### config.mk
export PLATFORM = sky130hd
export DESIGN_NAME = upe_mul16u_seq
export DESIGN_NICKNAME = d
export VERILOG_FILES = /design/src/rtl/upe_mul16u_seq_pkg.sv /design/src/rtl/upe_mul16u_seq_mulstep16.sv /design/src/rtl/upe_mul16u_seq.sv
export SDC_FILE = /design/constraint.sdc
export NUM_CORES = 1
export LEC_CHECK = 0
export CAP_MARGIN = 25
export CORE_ASPECT_RATIO = 1.1
export CORE_MARGIN = 2
export CORE_UTILIZATION = 50
export DETAILED_ROUTE_END_ITERATION = 6
export PLACE_DENSITY = 0.79
export SLEW_MARGIN = 5
export SYNTH_ARGS = -nofsm -noshare
export SYNTH_HDL_FRONTEND = slang
export SYNTH_HIERARCHICAL = 1
export SYNTH_SLANG_ARGS = --single-unit
### constraint.sdc
create_clock -name clk -period 2.3 [get_ports clk]
set_input_delay 0.46 -clock clk [delete_from_list [all_inputs] [get_ports clk]]
set_output_delay 0.46 -clock clk [all_outputs]
set_load 0.01 [all_outputs]
### src/rtl/upe_mul16u_seq_pkg.sv
`default_nettype none
// ============================================================================
// Module      : upe_mul16u_seq_pkg
// Description : Shared definitions for the UPE sequential unsigned multiplier.
//               Holds the FSM state encoding and the default operand width.
// Revision    : 1.0 - initial release
// ============================================================================
package upe_mul16u_seq_pkg;

    // Default operand width; the product is twice this wide.
    localparam int UPE_WIDTH = 16;

    // Controller state encoding.
    localparam logic [1:0] UPE_ST_IDLE = 2'd0;
    localparam logic [1:0] UPE_ST_BUSY = 2'd1;
    localparam logic [1:0] UPE_ST_DONE = 2'd2;

endpackage
`default_nettype wire

### src/rtl/upe_mul16u_seq_mulstep16.sv
`default_nettype none
// ============================================================================
// Module      : upe_mulstep16
// Description : One combinational shift-add multiply step. Adds the
//               multiplicand into the upper half of the accumulator when the
//               multiplier LSB is set, then shifts {carry, acc} right by one.
// Ports       : acc_hi      - upper WIDTH bits of the accumulator
//               acc_lo      - lower WIDTH bits of the accumulator
//               mcand       - multiplicand
//               mplr_lsb    - current multiplier LSB
//               acc_hi_next - upper half after add and shift
//               acc_lo_next - lower half after shift
// Revision    : 1.0 - initial release
// ============================================================================
module upe_mulstep16 #(
    parameter int WIDTH = 16
) (
    input  logic [WIDTH-1:0] acc_hi,
    input  logic [WIDTH-1:0] acc_lo,
    input  logic [WIDTH-1:0] mcand,
    input  logic             mplr_lsb,
    output logic [WIDTH-1:0] acc_hi_next,
    output logic [WIDTH-1:0] acc_lo_next
);

    // WIDTH+1 bit sum keeps the carry out of the add.
    logic [WIDTH:0] w_sum;

    always_comb begin
        w_sum = {1'b0, acc_hi};
        if (mplr_lsb) begin
            w_sum = {1'b0, acc_hi} + {1'b0, mcand};
        end
        // The carry shifts into the top bit, the sum LSB into the low half.
        acc_hi_next = w_sum[WIDTH:1];
        acc_lo_next = {w_sum[0], acc_lo[WIDTH-1:1]};
    end

endmodule
`default_nettype wire

### src/rtl/upe_mul16u_seq.sv
`default_nettype none
// ============================================================================
// Module      : upe_mul16u_seq
// Description : Sequential unsigned WIDTH x WIDTH -> 2*WIDTH shift-add
//               multiplier with a valid/ready handshake on both sides. The
//               product sign is carried alongside unchanged. Fixed latency of
//               WIDTH clocks from accept to out_valid.
// Ports       : clk       - clock, rising edge
//               reset     - synchronous active-high reset
//               In1, In2  - multiplicand / multiplier magnitudes
//               sign_in   - product sign
//               in_valid  / in_ready  - operand handshake
//               Out       - unsigned product, held until the next completion
//               sign_out  - sign registered with the product
//               out_valid / out_ready - result handshake
// Revision    : 1.0 - initial release
// ============================================================================
module upe_mul16u_seq
    import upe_mul16u_seq_pkg::*;
#(
    parameter int WIDTH = UPE_WIDTH
) (
    input  logic               clk,
    input  logic               reset,
    input  logic [WIDTH-1:0]   In1,
    input  logic [WIDTH-1:0]   In2,
    input  logic               sign_in,
    input  logic               in_valid,
    output logic               in_ready,
    output logic [2*WIDTH-1:0] Out,
    output logic               sign_out,
    output logic               out_valid,
    input  logic               out_ready
);

    localparam int CW = (WIDTH > 1) ? $clog2(WIDTH) : 1;
    localparam logic [CW-1:0] C_LAST_STEP = CW'(WIDTH - 1);

    logic [1:0]         state_q,    state_d;
    logic [CW-1:0]      counter_q,  counter_d;
    logic [WIDTH-1:0]   mcand_q,    mcand_d;
    logic [WIDTH-1:0]   mplr_q,     mplr_d;
    logic [2*WIDTH-1:0] acc_q,      acc_d;
    logic               sign_lat_q, sign_lat_d;
    logic [2*WIDTH-1:0] out_q,      out_d;
    logic               sign_out_q, sign_out_d;

    logic [WIDTH-1:0]   w_step_hi;
    logic [WIDTH-1:0]   w_step_lo;
    logic               w_accept;
    logic               w_last;

    upe_mulstep16 #(
        .WIDTH (WIDTH)
    ) u_step (
        .acc_hi      (acc_q[2*WIDTH-1:WIDTH]),
        .acc_lo      (acc_q[WIDTH-1:0]),
        .mcand       (mcand_q),
        .mplr_lsb    (mplr_q[0]),
        .acc_hi_next (w_step_hi),
        .acc_lo_next (w_step_lo)
    );

    assign w_accept = (state_q == UPE_ST_IDLE) && in_valid;
    assign w_last   = (counter_q == C_LAST_STEP);

    // ------------------------------------------------------------------
    // State and datapath registers
    // ------------------------------------------------------------------
    always_ff @(posedge clk) begin
        if (reset) begin
            state_q    <= UPE_ST_IDLE;
            counter_q  <= '0;
            mcand_q    <= '0;
            mplr_q     <= '0;
            acc_q      <= '0;
            sign_lat_q <= 1'b0;
            out_q      <= '0;
            sign_out_q <= 1'b0;
        end else begin
            state_q    <= state_d;
            counter_q  <= counter_d;
            mcand_q    <= mcand_d;
            mplr_q     <= mplr_d;
            acc_q      <= acc_d;
            sign_lat_q <= sign_lat_d;
            out_q      <= out_d;
            sign_out_q <= sign_out_d;
        end
    end

    // ------------------------------------------------------------------
    // Next-state logic
    // ------------------------------------------------------------------
    always_comb begin
        state_d = state_q;
        case (state_q)
            UPE_ST_IDLE: if (w_accept)  state_d = UPE_ST_BUSY;
            UPE_ST_BUSY: if (w_last)    state_d = UPE_ST_DONE;
            UPE_ST_DONE: if (out_ready) state_d = UPE_ST_IDLE;
            default:                    state_d = UPE_ST_IDLE;
        endcase
    end

    // ------------------------------------------------------------------
    // Datapath next values
    // ------------------------------------------------------------------
    always_comb begin
        counter_d  = counter_q;
        mcand_d    = mcand_q;
        mplr_d     = mplr_q;
        acc_d      = acc_q;
        sign_lat_d = sign_lat_q;
        out_d      = out_q;
        sign_out_d = sign_out_q;
        case (state_q)
            UPE_ST_IDLE: begin
                if (w_accept) begin
                    mcand_d    = In1;
                    mplr_d     = In2;
                    sign_lat_d = sign_in;
                    acc_d      = '0;
                    counter_d  = '0;
                end
            end
            UPE_ST_BUSY: begin
                acc_d     = {w_step_hi, w_step_lo};
                mplr_d    = mplr_q >> 1;
                counter_d = counter_q + CW'(1);
                // The final step's result goes straight to the output register
                // so out_valid and Out appear on the same edge.
                if (w_last) begin
                    out_d      = {w_step_hi, w_step_lo};
                    sign_out_d = sign_lat_q;
                end
            end
            default: begin
            end
        endcase
    end

    // ------------------------------------------------------------------
    // Outputs, decoded from state only
    // ------------------------------------------------------------------
    always_comb begin
        in_ready  = 1'b0;
        out_valid = 1'b0;
        case (state_q)
            UPE_ST_IDLE: in_ready  = 1'b1;
            UPE_ST_DONE: out_valid = 1'b1;
            default: begin
            end
        endcase
    end

    assign Out      = out_q;
    assign sign_out = sign_out_q;

endmodule
`default_nettype wire

==> results.toml <==
[clocking]
clk_path_buf_depth = 2
clock_latency_ps = 350
root_buffer = "clkbuf_16"
clock_sinks = 103
cts_tree = "yes"
clk_pin_slew_worst_paths_ps = 70
htree_levels = 3
cts_made_buffers = 9
cts_hold_buf = 0

[run_status]
violations = "setup timing"
status = "finished, violations left"

[sta]
setup_tns_ps = -1055
fin_skew_ps = 11.08
tightest_slew_ps = 470.8
min_period_over_period = 1.076
hold_viol_final = 0
period_minus_slack_ps = 2474
finalWorstSetupSlack_ps = -174.5
setup_viol = 11
relSlewSlack = 0.6857
holdWs_ps = 432.6
fmax_mhz = 404.1
slew_viol_final = 0
rsz0062_at_grt = "true"

[floorplanning]
die_h_um = 111.7
io_pins = 72
core_area_sq_mm = 0.01034
start_util = 0.5096
fp-row-count = 39
die_w_um = 101.9
dieArea_sq_mm = 0.01138

[setup_path]
cpPeakStageDelay_ps = 360
startpoint_type = "flip-flop"
slowest_stage = "a221o_1"
cp_max_fo = 2
endpoint_kind = "flip-flop"
arrival_ps = 2750
crit_required_ps = 2580
critPathKind = "flip-flop to flip-flop"
cp_cell_sequence = "ha_4 > fa_2 > a21o_1 > a221o_1 > buf_6 > a21oi_4 > xnor2_1 > mux2_4 > inv_2 > or3_4 > a21oi_2"

[grt]
antenna_found_initial = 0
grt_usage = 0.2346
grt_max_degree = 73
grt_remaining_overflow = 0
grt_pass1_vias = 4879
grt_pass1_wl_mm = 21.96

[routing]
vias = 5005
ant_nets = 0
drtPass1Iterations = 5
drtIter0Drc = 236
drc_errors = 0
routed_wl_mm = 13.50
routed_via_density = 5.512
avgRoutedWirePerCell_um = 14.87

[finish]
utilization = 0.6755
drive_above_1_share = 0.2105
areaGrowthSynthToFinish_pct = 32.57
final_cell_mix = "98 x dfxtp_1, 97 x a21oi_1, 82 x nand2_1"
diodes = 0
nets = 815
fin_area_sq_mm = 0.006988
layout_commonest_cell = "dfxtp_1"

[place]
place.port_buffers = 71
place_area_sq_mm = 0.006271
post-dp-hpwl_mm = 8.624
gp_congestion = 0.8788
place_ws_ps = -241.0

[yosys]
postSynthCellCount = 682
syn-num-nets = 737
synth_warnings = 6
syn_area_sq_mm = 0.005271
syn_area_per_cell_sq_um = 7.729

[run]
max_cap_violations = 0

[power_and_ir_drop]
leakage_uw = 0.002548
p_per_area_mw_per_mm2 = 568.2
max-vdd-ir-drop_mv = 0.3486

[min_path]
hold_class = "input port to flip-flop"
final timing paths:
path	startpoint	end	slack [ps]	cells past startpoint
setup / recovery	acc_q[16]	Out[25]	-170	11
hold reg to reg	sign_lat_q	sign_lat_q	470	2
setup reg to reg	acc_q[16]	Out[25]	-170	11
hold / removal	reset	mplr_q[10]	430	2
critical path, delay by kind of cell (launching register included):
kind / cells / cell delay [ps]
xor gates and xnor gates: 1 / 130
adders and majority gates: 2 / 500
muxes: 1 / 180
DFF: 1 / 340
AOI/OAI and AO/OA: 4 / 780
buffers and inverters: 2 / 170
and+or+nand+nor: 1 / 320
layer usage:
| metal | up-vias | part of all wire | global-route usage |
|---|---|---|---|
| li1 | 2476 | - | - |
| met1 | 2382 | 0.41 | 0.2783 |
| met2 | 116 | 0.54 | 0.4215 |
| met3 | 31 | 0.029 | 0.02699 |
| met4 | 0 | 0.024 | 0.09778 |
| met5 | - | 0 | 0 |
area by class of cell:
cell class                      instances  area [sq um]
Fill cell                             859          3357
Multi-Input combinational cell        469          3002
Sequential cell                       103          2068
Timing Repair Buffer                  138          1276
Clock buffer                           10         239.0
Tap cell                              143         178.9
Inverter                               39         146.4
Clock inverter                          6         77.57
registers in the layout (all words and copies together) (netlist names):
register    count
Out            32
sign_lat_q      1
mplr_q         16
counter_q       4
mcand_q        16
sign_out        1
state_q         2
acc_q          31
power by group:
part / switching, uW / total (uW) / leakage [uW] / internal (uW)
clock: 701 / 1590 / 0.000156 / 891
combinational: 281 / 504 / 0.00155 / 223
sequential: 39.0 / 1870 / 0.000839 / 1840
total: 1020 / 3970 / 0.00255 / 2950
through the flow:
step                total power, uW  cells
floorplan                      2207    682
global placement               2368    879
detailed placement             2379    879
CTS                            3971    900
global route                   4135    908
finish                         3970    908
timing repair:
action	CTS	global route
buffers inserted	5	8
pin swaps	31	23
endpoints found under the setup margin	12	20
resized for setup	17	46
No activity file was read; power rests on OpenSTA's default activity.
